File: config.mk
export PLATFORM = sky130hd
export DESIGN_NAME = tbird_lights_seq
export DESIGN_NICKNAME = d
export VERILOG_FILES = /design/src/rtl/tbird_lights_seq.sv
export SDC_FILE = /design/constraint.sdc
export NUM_CORES = 1
export LEC_CHECK = 0
export ABC_AREA = 1
export CAP_MARGIN = 20
export CORE_UTILIZATION = 25
export DETAILED_ROUTE_END_ITERATION = 7
export DONT_BUFFER_PORTS = 1
export PLACE_DENSITY = 0.42
export SYNTH_ARGS = -nofsm -noshare
export SYNTH_HDL_FRONTEND = slang
export SYNTH_SLANG_ARGS = --single-unit
File: constraint.sdc
create_clock -name clk -period 1.76 [get_ports clk]
set_input_delay 0.264 -clock clk [delete_from_list [all_inputs] [get_ports clk]]
set_output_delay 0.264 -clock clk [all_outputs]
set_load 0.02 [all_outputs]
File: src/rtl/tbird_lights_seq.sv
// tbird_lights_seq: parametrised turn-signal / hazard lamp sequencer.
// A free-running prescaler produces a step tick every DIV clocks; the
// sequencer state only advances on ticks. Lamp outputs are decoded from
// the state register alone (Moore), so inputs never reach the lamps
// combinationally.
module tbird_lights_seq #(
  parameter int LAMPS = 3,  // lamps per side, >= 2, bit 0 innermost
  parameter int DIV   = 1,  // clocks per sequence step, >= 1
  parameter int CUMUL = 0   // 0 = one-hot walk, 1 = thermometer fill
) (
  input  logic             clk,
  input  logic             reset,
  input  logic             left,
  input  logic             right,
  input  logic             hazard,
  output logic [LAMPS-1:0] l,
  output logic [LAMPS-1:0] r,
  output logic             active
);

  localparam int CW = (DIV > 1) ? $clog2(DIV) : 1;
  localparam int SW = $clog2(LAMPS + 1);

  // Which side is sequencing; the position within the sequence lives in
  // step (1..LAMPS) so the lamp count can be a parameter.
  typedef enum logic [1:0] {
    IDLE  = 2'd0,
    LEFT  = 2'd1,
    RIGHT = 2'd2,
    HAZ   = 2'd3
  } mode_t;

  mode_t         mode, mode_nxt;
  logic [SW-1:0] step, step_nxt;
  logic [CW-1:0] cnt;
  logic          tick;
  logic [LAMPS-1:0] pattern;

  assign tick = (cnt == CW'(DIV - 1));

  // State and prescaler registers; reset dominates tick and all requests.
  always_ff @(posedge clk) begin
    // NOTE: registers are written with non-blocking assignments so every
    // flop samples pre-edge values, independent of statement order.
    if (reset) begin
      mode <= IDLE;
      step <= '0;
      cnt  <= '0;
    end else begin
      cnt  <= tick ? '0 : cnt + CW'(1);
      mode <= mode_nxt;
      step <= step_nxt;
    end
  end

  // Next-state on tick (hold otherwise) and Moore lamp decode.
  always_comb begin
    // NOTE: every output of this block gets a default first, so no path
    // through the case statements can leave a signal unassigned (latch).
    mode_nxt = mode;
    step_nxt = step;
    l        = '0;
    r        = '0;
    active   = (mode != IDLE);
    pattern  = '0;

    if (tick) begin
      unique case (mode)
        IDLE: begin
          if (hazard) begin
            mode_nxt = HAZ;
          end else if (left && !right) begin
            mode_nxt = LEFT;
            step_nxt = SW'(1);
          end else if (right && !left) begin
            mode_nxt = RIGHT;
            step_nxt = SW'(1);
          end
        end
        LEFT, RIGHT: begin
          // Turn requests are ignored mid-sequence; only hazard preempts.
          if (hazard) begin
            mode_nxt = HAZ;
          end else if (step == SW'(LAMPS)) begin
            mode_nxt = IDLE;
          end else begin
            step_nxt = step + SW'(1);
          end
        end
        // One dark step after every flash; a held hazard re-enters next tick.
        HAZ:     mode_nxt = IDLE;
        default: mode_nxt = IDLE;
      endcase
    end

    for (int i = 0; i < LAMPS; i++) begin
      pattern[i] = (CUMUL != 0) ? (i < int'(step)) : (i == int'(step) - 1);
    end

    unique case (mode)
      LEFT:    l = pattern;
      RIGHT:   r = pattern;
      HAZ: begin
        l = '1;
        r = '1;
      end
      default: ;
    endcase
  end

endmodule
# Yosys cells after proc, flatten, opt, wreduce, memory -nomap -nowiden
# Index checks and enable logic that the tools add are counted.
[totals] word_cells=45 reg_bits=5 input_bits=5
[classes] muxes=14 eq_ne=12 addsub=3 n_reduce_logical=12 bitwise_logic=1
[op_table] cell="logical NOT 32 bit" count=1
[op_table] cell="two-way mux 2 bit" count=10
[op_table] cell="case mux 3 bit (2 select lines)" count=2
[op_table] cell="equality test 2 bit, second input constant" count=3
[op_table] cell="inequality test 2 bit, second input constant" count=3
[op_table] cell="inequality test 3 bit, second input constant" count=2
[op_table] cell="case mux 2 bit (3 select lines)" count=1
[op_table] cell="AND reduction 6 bit" count=1
[op_table] cell="inequality test 4 bit, second input constant" count=1
[op_table] cell="case mux 2 bit (2 select lines)" count=1
[op_table] cell="nonzero test 2 bit" count=2
[op_table] cell="OR reduction 2 bit" count=2
[op_table] cell="equality test 2 x 3 -> 1 bit, first input constant" count=1
[op_table] cell="equality test 3 bit, first input constant" count=1
[op_table] cell="AND reduction 3 bit" count=1
[op_table] cell="subtractor 2 x 1 -> 3 bit, second input constant" count=1
[op_table] cell="adder 2 x 1 -> 2 bit, second input constant" count=1
[op_table] cell="equality test 2 x 1 -> 1 bit, second input constant" count=1
[op_table] cell="logical AND 1 bit" count=2
[op_table] cell="logical NOT 1 bit" count=2
[op_table] cell="logical NOT 2 bit" count=1
[op_table] cell="adder 1 bit, second input constant" count=1
[op_table] cell="NOT 1 bit" count=1

# Depth between registers and ports, before layout
[logic_depth] ltp_word=6 ltp_mapped=10 depth_no_buf=10

# Least setup slack after synthesis
# No wires, ideal clock.
[synth_timing] path_kind="register to output" start="reg mode[0]" end="out r[0]" required_time_ns=1.496 arrival_ns=1.107 path_slack_ns=0.389 stages_incl_launch_ff=5 n_path_buf=0 path_cell_list="dfxtp_1 inv_1 ha_1 inv_1 o21ai_0"
[synth_between] elab_chain_cells=2 word_cells_on_any_way=3 classes_between="eq/ne (2); mux (1)"
[synth_rtl] element="start: declaration" line_no="33" text="mode_t mode, mode_nxt;"
[synth_rtl] element="start signal: assignment" line_no="51" text="mode <= mode_nxt;"
[synth_rtl] element="equality test 2 bit" line_no="100" text="unique case (mode)"
[synth_rtl] element="case mux 3 bit (2 select lines) (*)" line_no="100"
[synth_rtl] element="end: declaration" line_no="17" text="output logic [LAMPS-1:0] r,"
# Mark *: on every way between the ends. The rest lies on a longest branch, timed or not.

# Final worst setup path
[layout_timing] start="reg mode[0]" end="out r[1]"
# Same word-level chain as after synthesis.

==> impl_metrics.ini <==
[synthesis]
synth_fa_ha_area_share_pct = 26.7
synthDistinctLibCells = 17
synth_warnings = 0
synthSimpleGateAreaFrac_pct = 28.6
syn_area_um2 = 515
synth_top_family_by_area = simple AND/OR/NAND/NOR gates
seq_area_frac_synth_pct = 19.4
yosys_register_bits = 5
post_synth_inst_count = 77
synth_xor_area_share_pct = 0
synth_mux_area_share_pct = 0
synth_compound_area_share_pct = 9.95
postSynthNetCount = 93
syn_avg_cell_area_um2 = 6.69

[detailed_routing]
antenna_left = 0
drc = 0
vias = 454
viasPerCell = 4.05
wl_per_cell_um = 7.26
wl_um = 813
drt_iter0_markers = 6
dr.pass1.iters = 4

[cts]
clk_pin_slew_worst_paths_ps = 40
clock_sinks = 5
ctsHoldBuffers = 0
clockBufferDepth = 2
cts.htree.levels = 1
cts_setup_buffers = 0
cts_inserted_buffers = 3
clk_latency_ps = 240
cts_resized = 0
root_buffer = clkbuf_4
cts_tree = done

[setup_path]
critPathSlowestCell = dfxtp_1
crit_required_ps = 1500
crit_path_max_fanout = 4
path_delay_family = buffers and inverters
path_cells = inv_1 -> ha_1 -> inv_1 -> o21ai_0 -> buf_4
critPathMaxStageDelay_ps = 320
path_common_cell = inv_1
cp.arrival_ps = 1270
startpoint_type = flop
cp_num_buf_inv = 3
worst-path-stages = 5
ff2ff_path_depth = 8
r2r_setup_slack_ps = 310
end_kind = output port
reg2reg_from = mode[0]
critPathLaunch = mode[0]
critical_path_class = flop to output port

[power]
p_int_uw = 291
leakagePower_uw = 0.000333
p_seq_share_pct = 29.9
max-vdd-ir-drop_uv = 346
combPwrFrac_pct = 43.1
pwr-share-clk_pct = 27.0
p_switching_uw = 199
power.density_mw_per_mm2 = 810
power.share.switching_pct = 40.6

[timing]
rsz0062_at_grt = false
min_period_ps = 1530
period_share_pct = 87.1
final_hold_viol_count = 0
drv_slew = 0
setup_viol = 0
holdWs_ps = 227
setup_slack_ps = 227
fin_setup_tns_ps = 0
max_freq_mhz = 652
finClkSkew_ps = 2.55

[final_layout]
nNetsFinal = 102
stdcell_count = 112
antenna_cells = 0
area_delta_synth_final_pct = 17.5
drive_gt1_share_pct = 15.3
fin_util_pct = 31.2

[placed_design]
dpl.hpwl_um = 717
place_congestion = 0.740
dp.cells = 108
dp_slack_ps = 286
port_buffers = 0

[run]
maxCapViolCount = 0

[die]
core-area_mm2 = 0.00194
chipWidth_um = 47.4
die_y_um = 47.4
start_util_pct = 26.5
dieArea_mm2 = 0.00225
fp-row-count = 16
io_pins = 12

[grt]
first_global_vias = 386
grt_pass1_wl_um = 1360
grtUsageTotal_pct = 8.72
antenna_found_initial = 0
grt_max_degree = 7
overflow = 0

[hold_path]
holdCritStartpoint = reset
min-delay-path-class = primary input to flop
whs_path_depth = 3

[outcome]
status = finished, final reports clean
layout by cell type, fill, tap and decap left out, types with 2 or more instances in the layout:
cell type / instances
nor2_2: 2
buf_4: 4
a21oi_1: 3
inv_1: 19
nand2_1: 18
ha_1: 11
nor2_1: 2
o21ai_0: 4
dfxtp_1: 5
clkbuf_4: 3
nand3_1: 5
logic make-up after synthesis:
group                      count (synthesis)
DFF                                        5
and+or+nand+nor                           31
adders and majority gates                 11
other                                      1
AOI/OAI and AO/OA                          9
buffers and inverters                     20
registers in the layout (all words and copies together), names as in the netlist:
register  count
cnt           1
mode          2
step          2
routing by layer:
metal | track usage (%) | share of wire [%]
met5 | 0 | 0
met4 | 5.14 | 0
met3 | 2.26 | 6.5
met2 | 13.4 | 45
met1 | 10.9 | 49
cell usage after synthesis:
cell | number | area share (%)
or2_1 | 1 | 1.2
nor3_1 | 1 | 0.97
o21ai_0 | 4 | 3.9
inv_1 | 19 | 14
nor2_1 | 2 | 1.5
nand2_2 | 1 | 1.2
dfxtp_1 | 5 | 19
inv_2 | 1 | 0.73
nand3_4 | 1 | 3.4
a21oi_1 | 3 | 2.9
nand2_1 | 18 | 13
ha_1 | 11 | 27
nand3_1 | 5 | 4.9
conb_1 | 1 | 0.73
o21bai_2 | 1 | 2.2
o21ai_1 | 1 | 0.97
nor2_2 | 2 | 2.4
worst min-delay path, stage by stage:
cell	delay, ps
inv_1	60
nand2_1	70
nor2_1	30
cell type report:
class                      instances  area [um2]
multi-input combinational         52         340
clock buffer                       4        26.3
sequential                         5         100
fill                             221        1340
timing repair buffer               4        30.0
inverter                          20        75.1
tap                               27        33.8
worst paths after layout:
check | to
setup / recovery | r[1]
hold / removal | step[0]
setup reg to reg | step[1]
hold reg to reg | step[1]
through the flow:
step                      instance area, um2  total power (uW)
final                                    606               490
after floorplan                          515               319
after detailed placement                 579               363
after CTS                                606               500
after global routing                     606               545
after global placement                   579               362
power by group through the flow:
stage / registers [uW] / clock network (uW) / logic (uW)
global placement: 148 / 0 / 214
detailed placement: 149 / 0 / 214
floorplan: 144 / 0 / 175
finish: 146 / 133 / 211
global route: 150 / 147 / 249
CTS: 147 / 138 / 214
Power figures use the tool's default switching activity.
